===== src/rtl/cia_tod.sv =====
// rtl/cia_tod.sv - CIA time-of-day clock: BCD counter, alarm, read latch and alarm strobe
//
// Ports:
//   clk        system clock, one register cycle per clk
//   res_n      asynchronous active-low reset
//   tod        raw 50/60 Hz TOD pin, asynchronous to clk
//   todin      1 = 50 Hz (divide by 5), 0 = 60 Hz (divide by 6)
//   alarm_sel  1 = writes target the alarm registers
//   we, re     one-cycle write/read strobes for the TOD register at addr
//   addr       0 = 10ths, 1 = sec, 2 = min, 3 = hr
//   data_i     write data
//   data_o     read data, combinational from addr (qualify with re)
//   irq_alarm  one-cycle alarm pulse to the ICR
//   running    1 while the counter is not stopped
module cia_tod #(
    parameter int SYNC_STAGES = 2
) (
    input  logic       clk,
    input  logic       res_n,
    input  logic       tod,
    input  logic       todin,
    input  logic       alarm_sel,
    input  logic       we,
    input  logic       re,
    input  logic [1:0] addr,
    input  logic [7:0] data_i,
    output logic [7:0] data_o,
    output logic       irq_alarm,
    output logic       running
);

    // BCD low digit step: returns {carry, next}. Digits above 9 count in
    // binary (F wraps to 0) without carrying so they drift back into range.
    function automatic logic [4:0] inc_lo(input logic [3:0] d);
        if (d == 4'd9) return {1'b1, 4'd0};
        else           return {1'b0, d + 4'd1};
    endfunction

    // Tens digit of sec/min: 0..5; 6 and 7 step without carry.
    function automatic logic [3:0] inc_hi(input logic [2:0] d);
        if (d == 3'd5) return {1'b1, 3'd0};
        else           return {1'b0, d + 3'd1};
    endfunction

    // Hour step on the packed {pm, tens, ones} form: 12 -> 01, 11 -> 12 flips pm.
    function automatic logic [5:0] inc_hr(input logic [5:0] h);
        if (h[4:0] == 5'h12)      return {h[5], 5'h01};
        else if (h[4:0] == 5'h11) return {~h[5], 5'h12};
        else if (h[3:0] == 4'h9)  return {h[5], 5'h10};
        else                      return {h[5], h[4], h[3:0] + 4'd1};
    endfunction

    logic [SYNC_STAGES-1:0] sync_q;
    logic                   edge_q;
    logic [2:0]             presc_q, presc_d;
    logic                   stopped_q, stopped_d;
    logic [3:0]             tenths_q, tenths_d;
    logic [6:0]             sec_q, sec_d;
    logic [6:0]             min_q, min_d;
    logic [5:0]             hr_q, hr_d;          // {pm, tens, ones[3:0]}
    logic [3:0]             al_t_q, al_t_d;
    logic [6:0]             al_s_q, al_s_d;
    logic [6:0]             al_m_q, al_m_d;
    logic [5:0]             al_h_q, al_h_d;
    logic [7:0]             lat_q [4];
    logic [7:0]             lat_d [4];
    logic                   latched_q, latched_d;
    logic                   match_q;
    logic                   irq_q;

    logic       synced, tick, tenth, time_we, match;
    logic [2:0] wrap;
    logic [7:0] live [4];
    logic [4:0] t_inc, sl_inc, ml_inc;
    logic [3:0] sh_inc, mh_inc;
    logic       c_t, c_sl, c_sh, c_ml, c_mh;

    assign synced = sync_q[SYNC_STAGES-1];
    assign tick   = synced & ~edge_q;
    assign wrap   = todin ? 3'd4 : 3'd5;
    assign time_we = we & ~alarm_sel;

    assign live[0] = {4'b0, tenths_q};
    assign live[1] = {1'b0, sec_q};
    assign live[2] = {1'b0, min_q};
    assign live[3] = {hr_q[5], 2'b0, hr_q[4:0]};

    assign data_o    = latched_q ? lat_q[addr] : live[addr];
    assign irq_alarm = irq_q;
    assign running   = ~stopped_q;

    assign match = (tenths_q == al_t_q) && (sec_q == al_s_q) &&
                   (min_q == al_m_q) && (hr_q == al_h_q);

    // Carry chain; each digit only moves when everything below it wraps.
    assign t_inc  = inc_lo(tenths_q);
    assign sl_inc = inc_lo(sec_q[3:0]);
    assign sh_inc = inc_hi(sec_q[6:4]);
    assign ml_inc = inc_lo(min_q[3:0]);
    assign mh_inc = inc_hi(min_q[6:4]);
    assign c_t  = t_inc[4];
    assign c_sl = c_t & sl_inc[4];
    assign c_sh = c_sl & sh_inc[3];
    assign c_ml = c_sh & ml_inc[4];
    assign c_mh = c_ml & mh_inc[3];

    always_comb begin
        presc_d   = presc_q;
        stopped_d = stopped_q;
        tenth     = 1'b0;
        if (stopped_q) begin
            presc_d = 3'd0;
        end else if (tick) begin
            // >= so a todin change that leaves us past the new wrap recovers next tick
            if (presc_q >= wrap) begin
                presc_d = 3'd0;
                tenth   = 1'b1;
            end else begin
                presc_d = presc_q + 3'd1;
            end
        end
        if (time_we && addr == 2'd0) begin
            presc_d   = 3'd0;
            stopped_d = 1'b0;
        end
        if (time_we && addr == 2'd3) begin
            stopped_d = 1'b1;
        end
    end

    always_comb begin
        tenths_d = tenths_q;
        sec_d    = sec_q;
        min_d    = min_q;
        hr_d     = hr_q;
        // A time write swallows the whole increment of that cycle.
        if (time_we) begin
            case (addr)
                2'd0:    tenths_d = data_i[3:0];
                2'd1:    sec_d    = data_i[6:0];
                2'd2:    min_d    = data_i[6:0];
                default: hr_d     = {data_i[7], data_i[4:0]};
            endcase
        end else if (tenth) begin
            tenths_d = t_inc[3:0];
            if (c_t)  sec_d[3:0] = sl_inc[3:0];
            if (c_sl) sec_d[6:4] = sh_inc[2:0];
            if (c_sh) min_d[3:0] = ml_inc[3:0];
            if (c_ml) min_d[6:4] = mh_inc[2:0];
            if (c_mh) hr_d       = inc_hr(hr_q);
        end
    end

    always_comb begin
        al_t_d = al_t_q;
        al_s_d = al_s_q;
        al_m_d = al_m_q;
        al_h_d = al_h_q;
        if (we && alarm_sel) begin
            case (addr)
                2'd0:    al_t_d = data_i[3:0];
                2'd1:    al_s_d = data_i[6:0];
                2'd2:    al_m_d = data_i[6:0];
                default: al_h_d = {data_i[7], data_i[4:0]};
            endcase
        end
    end

    always_comb begin
        latched_d = latched_q;
        for (int i = 0; i < 4; i++) lat_d[i] = lat_q[i];
        if (re && addr == 2'd3 && !latched_q) begin
            for (int i = 0; i < 4; i++) lat_d[i] = live[i];
            latched_d = 1'b1;
        end else if (re && addr == 2'd0) begin
            latched_d = 1'b0;
        end
    end

    always_ff @(posedge clk or negedge res_n) begin
        if (!res_n) begin
            sync_q    <= '0;
            edge_q    <= 1'b0;
            presc_q   <= 3'd0;
            stopped_q <= 1'b1;
            tenths_q  <= 4'd0;
            sec_q     <= 7'd0;
            min_q     <= 7'd0;
            hr_q      <= 6'h01;
            al_t_q    <= 4'd0;
            al_s_q    <= 7'd0;
            al_m_q    <= 7'd0;
            al_h_q    <= 6'd0;
            for (int i = 0; i < 4; i++) lat_q[i] <= 8'd0;
            latched_q <= 1'b0;
            match_q   <= 1'b0;
            irq_q     <= 1'b0;
        end else begin
            sync_q    <= {sync_q[SYNC_STAGES-2:0], tod};
            edge_q    <= synced;
            presc_q   <= presc_d;
            stopped_q <= stopped_d;
            tenths_q  <= tenths_d;
            sec_q     <= sec_d;
            min_q     <= min_d;
            hr_q      <= hr_d;
            al_t_q    <= al_t_d;
            al_s_q    <= al_s_d;
            al_m_q    <= al_m_d;
            al_h_q    <= al_h_d;
            for (int i = 0; i < 4; i++) lat_q[i] <= lat_d[i];
            latched_q <= latched_d;
            match_q   <= match;
            irq_q     <= match & ~match_q;
        end
    end

endmodule

===== config.mk =====
export PLATFORM = sky130hd
export DESIGN_NAME = cia_tod
export DESIGN_NICKNAME = d
export VERILOG_FILES = /design/src/rtl/cia_tod.sv
export SDC_FILE = /design/constraint.sdc
export NUM_CORES = 1
export LEC_CHECK = 0
export BUFFER_PORTS_ARGS = -buffer_cell sky130_fd_sc_hd__buf_2
export CAP_MARGIN = 15
export CORE_UTILIZATION = 25
export CTS_CLUSTER_DIAMETER = 80
export DETAILED_ROUTE_END_ITERATION = 7
export PLACE_DENSITY_LB_ADDON = 0.15
export SYNTH_ARGS = -nofsm -noshare
export SYNTH_HDL_FRONTEND = slang
export SYNTH_SLANG_ARGS = --single-unit

===== constraint.sdc =====
create_clock -name clk -period 2.9 [get_ports clk]
set_input_delay 0.29 -clock clk [delete_from_list [all_inputs] [get_ports clk]]
set_output_delay 0.29 -clock clk [all_outputs]
set_load 0.01 [all_outputs]

# [Yosys cells after proc, flatten, opt, wreduce, memory -nomap -nowiden]
# Cells that the tools add are included.
[op_classes] n_eq_ne=20 addsub=7 n_reduce_logical=35 order_cmp=2 mux=44 bitwise_logic=14
[ops] op="$mux 7" count=6
[ops] op="$mux 8" count=5
[ops] op="$mux 6" count=6
[ops] op="$bmux 8 s2" count=2
[ops] op="$mux 4" count=7
[ops] op="$mux 5" count=4
[ops] op="$mux 3" count=6
[ops] op="$reduce_bool 2->1" count=9
[ops] op="$add 4x1->4 const B" count=4
[ops] op="$eq 4x4->1 const B" count=4
[ops] op="$reduce_and 3->1" count=5
[ops] op="$eq 7x7->1" count=2
[ops] op="$eq 5x5->1 const B" count=2
[ops] op="$reduce_and 2->1" count=5
[ops] op="$add 3x1->3 const B" count=3
[ops] op="$logic_and 1x1->1" count=9
[ops] op="$mux 1" count=8
[ops] op="$and 1x1->1" count=7
[ops] op="$eq 3x3->1 const B" count=2
[ops] op="$eq 6x6->1" count=1
[ops] op="$ne 2x1->1 const B" count=3
[ops] op="$not 1->1" count=6
[ops] op="$reduce_and 5->1" count=1
[ops] op="$eq 2x2->1 const B" count=2
[ops] op="12 further kinds" count=13
[word_totals] wordCells=145 inputBits=17 reg_bits=82 out_inout_bits=10

# [Logic depth before layout (Yosys ltp)]
[depth] word_depth=9 ltp_mapped=8 depth_no_buf=7

# [Least setup slack after synthesis]
# No wires, ideal clock.
[synth_timing] kind="register to register" start="register presc_q[0]" end="register hr_q[1]" stages_incl_launch_ff=9 setup_slack_ns=0.816 arrival_time_ns=1.956 setup_ns=0.127 n_path_buf=1 t_required_ns=2.773 period_less_slack_ns=2.084 path_cell_list="dfrtp_1 > inv_1 > ha_1 > or3b_1 > nand4_4 > o32ai_2 > and2_1 > buf_2 > mux2_1"
[synth_between] elab_chain_cells=6
[synth_lines] element="from (decl)" line="55" source="logic [2:0] presc_q, presc_d;"
[synth_lines] element="from (signal assigned)" line="201" source="presc_q <= presc_d;"
[synth_lines] element="$ge 3x3->1" line="115" source="if (presc_q >= wrap) begin"
[synth_lines] element="$mux 1" line="115"
[synth_lines] element="$mux 1" line="113" source="end else if (tick) begin"
[synth_lines] element="$mux 1" line="111" source="if (stopped_q) begin"
[synth_lines] element="$reduce_bool 2->1 (no source line)"
[synth_lines] element="$reduce_and 3->1 (no source line)"
[synth_lines] element="to (signal assigned)" line="206" source="hr_q <= hr_d;"
[synth_lines] element="to (decl)" line="60" source="logic [5:0] hr_q, hr_d;"
# Every way passes these cells.
# A chain may end at the register's enable or synchronous reset.

# [Final worst setup path]
# Same ends and word-level chain as after synthesis.

==> metrics.md <==
| Metric | Value |
|---|---|
| Gate power share | `0.231` |
| Post-synth EDFFs | `0` |
| Pins Over Slew Limit | `0` |
| Cell Area, Synth | `between 0.004 and 0.005 mm^2` |
| Crit path kind | `register to register` |
| Ys Warns | `0` |
| Mapped Nets | `about 430` |
| Cts repair resizes | `0` |
| Syn Area/Cell | `between 10 and 15 um^2` |
| CTS H-tree depth | `3` |
| Final ANT Viol Nets | `0` |
| RSZ-0062 raised after global routing | `no` |
| Clock sink count | `between 80 and 90` |
| Synth top area cells | `dfrtp_1, mux2_2, mux4_2` |
| Grt met3 use | `0.0390` |
| Commonest non-fill, non-tap cell in the layout | `dfrtp_1` |
| Async SR Flop Fraction | `1.00` |
| Max Buffers Root-to-Sink | `2` |
| Seq/Total Area, Yosys | `0.464` |
| Fraction of layout cells with a size suffix above 1 | `0.264` |
| Total area of sequential cells | `between 0.002 and 0.0025 mm^2` |
| Row cnt | `48` |
| Gpl congestion | `between 0.8 and 0.9` |
| Peak VDD IR | `around 300 uV` |
| Vias in the first global route | `about 3300` |
| CTS tree | `built` |
| Clock Root Buffer | `clkbuf_16` |
| Synth cell types | `64` |
| Status | `completed` |
| 1st-iter DRT viols | `approximately 150` |
| I/O pins | `27` |
| Clk_lat worst skew | `~0.35 ns` |
| FMAX | `between 400 and 500 MHz` |
| Most frequent cells in the layout | `dfrtp_1, mux2_2, o21ai_0` |
| Global route total overflow | `0` |
| R2R Setup Slk | `0.55 ns` |
| Fillers | `1818` |
| Startpoint Class | `register` |
| Tmin final | `2.35 ns` |
| Psw | `between 1 and 1.5 mW` |
| Num CTS Buffers | `9` |
| Pwr/cell area | `slightly above 700 mW/mm^2` |
| CP endpoint kind | `register` |
| Multi-input gate area | `~0.0022 mm^2` |
| Arrival @ worst endpoint | `2.58 ns` |
| Top cell type's share of synthesized area | `0.452` |
| Critical Path Fanout Max | `6` |
| Area Overhead vs Synth | `15.9%` |
| Total track usage | `0.147` |
| Rel. slew slack | `0.580` |
| Final hold vios | `0` |
| Area of the core | `between 0.015 and 0.02 mm^2` |
| M1 GR Usage | `0.214` |
| Setup Skew | `between 0.007 and 0.008 ns` |
| Number of hold buffers added after cts | `1` |
| Internal power | `about 2.5 mW` |
| I/O Buffers | `26` |
| Largest net degree at the start of global routing | `between 80 and 90` |
| Flops & latches, synth | `82` |
| LEAKAGE | `~2.2 nW` |
| Post-DP HPWL | `between 8 and 9 mm` |
| Pre-antenna DRT Iters | `4` |
| Initial Utilization | `0.256` |
| Die span in x | `between 100 and 150 um` |
| Endpoints failing setup | `0` |
| Hold/Removal Path Class | `input pin to register` |
| Max-cap violations | `0` |
| DRC viols | `0` |
| Ys flop type | `dfrtp_1` |
| Power Total | `about 3.7 mW` |
| Worst-margin pin slew | `0.630 ns` |
| Vias/cell | `between 4 and 5` |
| Met2 usage | `0.214` |
| Synth area leader | `dfrtp_1` |
| Worst-path clk slew | `about 0.060 ns` |
| WL/cell | `18.3 um` |
| Die footprint | `0.0182 mm^2` |
| Fin Setup TNS | `0 ns` |
| Global-route wire length before repair | `19.7 mm` |
| Clk network pwr share | `0.312` |
| Initial antenna violation count | `0` |
| Fin nets | `453` |
| GRT Max-Usage Layer | `met2` |
| Cells after Synth | `~410` |
| Die Y | `135 um` |
| Setup Buffers After CTS | `0` |
| Sequential power share | `0.457` |
| Via Count | `roughly 3200` |
| N_diodes | `0` |
| Total Wirelength | `roughly 12 mm` |
| Sw frac | `0.311` |
| Final period utilization | `0.811` |
| CP Data Required Time | `between 3 and 4 ns` |
==> power groups by stage <==
stage | combinational (mW) | clock, mW | sequential, mW
finish | 0.852 | 1.15 | 1.68
global route | 0.958 | 1.24 | 1.73
CTS | 0.864 | 1.19 | 1.69
detailed placement | 0.860 | 0 | 1.71
global placement | 0.855 | 0 | 1.71
floorplan | 0.726 | 0 | 1.54
==> state kept, by name, indices dropped and copies added (netlist names), 2 cells and up <==
name and flops:
sec_q 7, tenths_q 4, hr_q 6, presc_q 3, sync_q 2, al_s_q 7, al_t_q 4, lat_q 24
min_q 7, al_h_q 6, al_m_q 7
==> cell families after synthesis <==
group	count (synthesis)	synth area share
buffers and inverters	43	0.0424
and+or+nand+nor	112	0.137
DFF	82	0.464
muxes	56	0.162
adders and majority gates	2	0.00566
AOI/OAI and AO/OA	94	0.140
xor gates and xnor gates	25	0.0495
==> cell usage after synthesis (6+ instances only) <==
cell      count
clkbuf_1     17
inv_1        13
a22o_1        6
nor2_1       23
nand2_1      33
mux2_2       43
buf_2         6
dfrtp_1      80
nand3_1      11
xnor2_1       9
o21ai_0      34
a21oi_1      19
mux4_2        8
xor2_1       16
==> per-stage QoR <==
stage / area [um^2] / setup WS [ns] / instances / hold WS (ns) / utilization
2_1_floorplan: 4420 / 0.816 / 414 / -0.00559 / -
3_3_place_gp: 4810 / 0.614 / 647 / 0.369 / 0.278
3_5_place_dp: 4810 / 0.544 / 647 / 0.346 / 0.278
4_1_cts: 5130 / 0.532 / 664 / 0.0412 / 0.296
5_1_grt: 5130 / 0.327 / 664 / 0.0360 / 0.296
6_report: 5130 / 0.549 / 664 / 0.0546 / 0.296
==> metal layers <==
| layer | wire (um) | share of wire | vias to the layer above |
|---|---|---|---|
| met5 | 0 | 0 | - |
| met4 | 40 | 0.0033 | 0 |
| met3 | 411 | 0.034 | 4 |
| met2 | 5430 | 0.45 | 47 |
| met1 | 6290 | 0.52 | 1611 |
| li1 | - | - | 1531 |
==> final cells by class <==
class / instances / share of cell area
clock buffers: 15 / 0.0581
clock inverters: 1 / 0.000976
inverters: 13 / 0.00952
multi-input cells: 289 / 0.426
flip-flops and latches: 82 / 0.401
well taps: 225 / 0.0549
repair buffers: 39 / 0.0503
==> critical path: stages (launching register included) <==
cell     delay, ns
dfrtp_1       0.37
inv_1         0.06
ha_1          0.26
or3b_1        0.20
nand4_4       0.18
o32ai_2       0.51
and2_1        0.32
mux2_1        0.34
==> path summary, 6_finish.rpt <==
kind / from / endpoint / cells past startpoint
setup / recovery: presc_q[0] / hr_q[1] / 7
hold / removal: tod / sync_q[0] / 1
setup reg to reg: presc_q[0] / hr_q[1] / 7
hold reg to reg: sync_q[0] / sync_q[1] / 0
max in group asynchronous: res_n / hr_q[0] / 3
min in group asynchronous: res_n / al_h_q[4] / 3
Note: power is estimated with default switching activity, not from simulation.
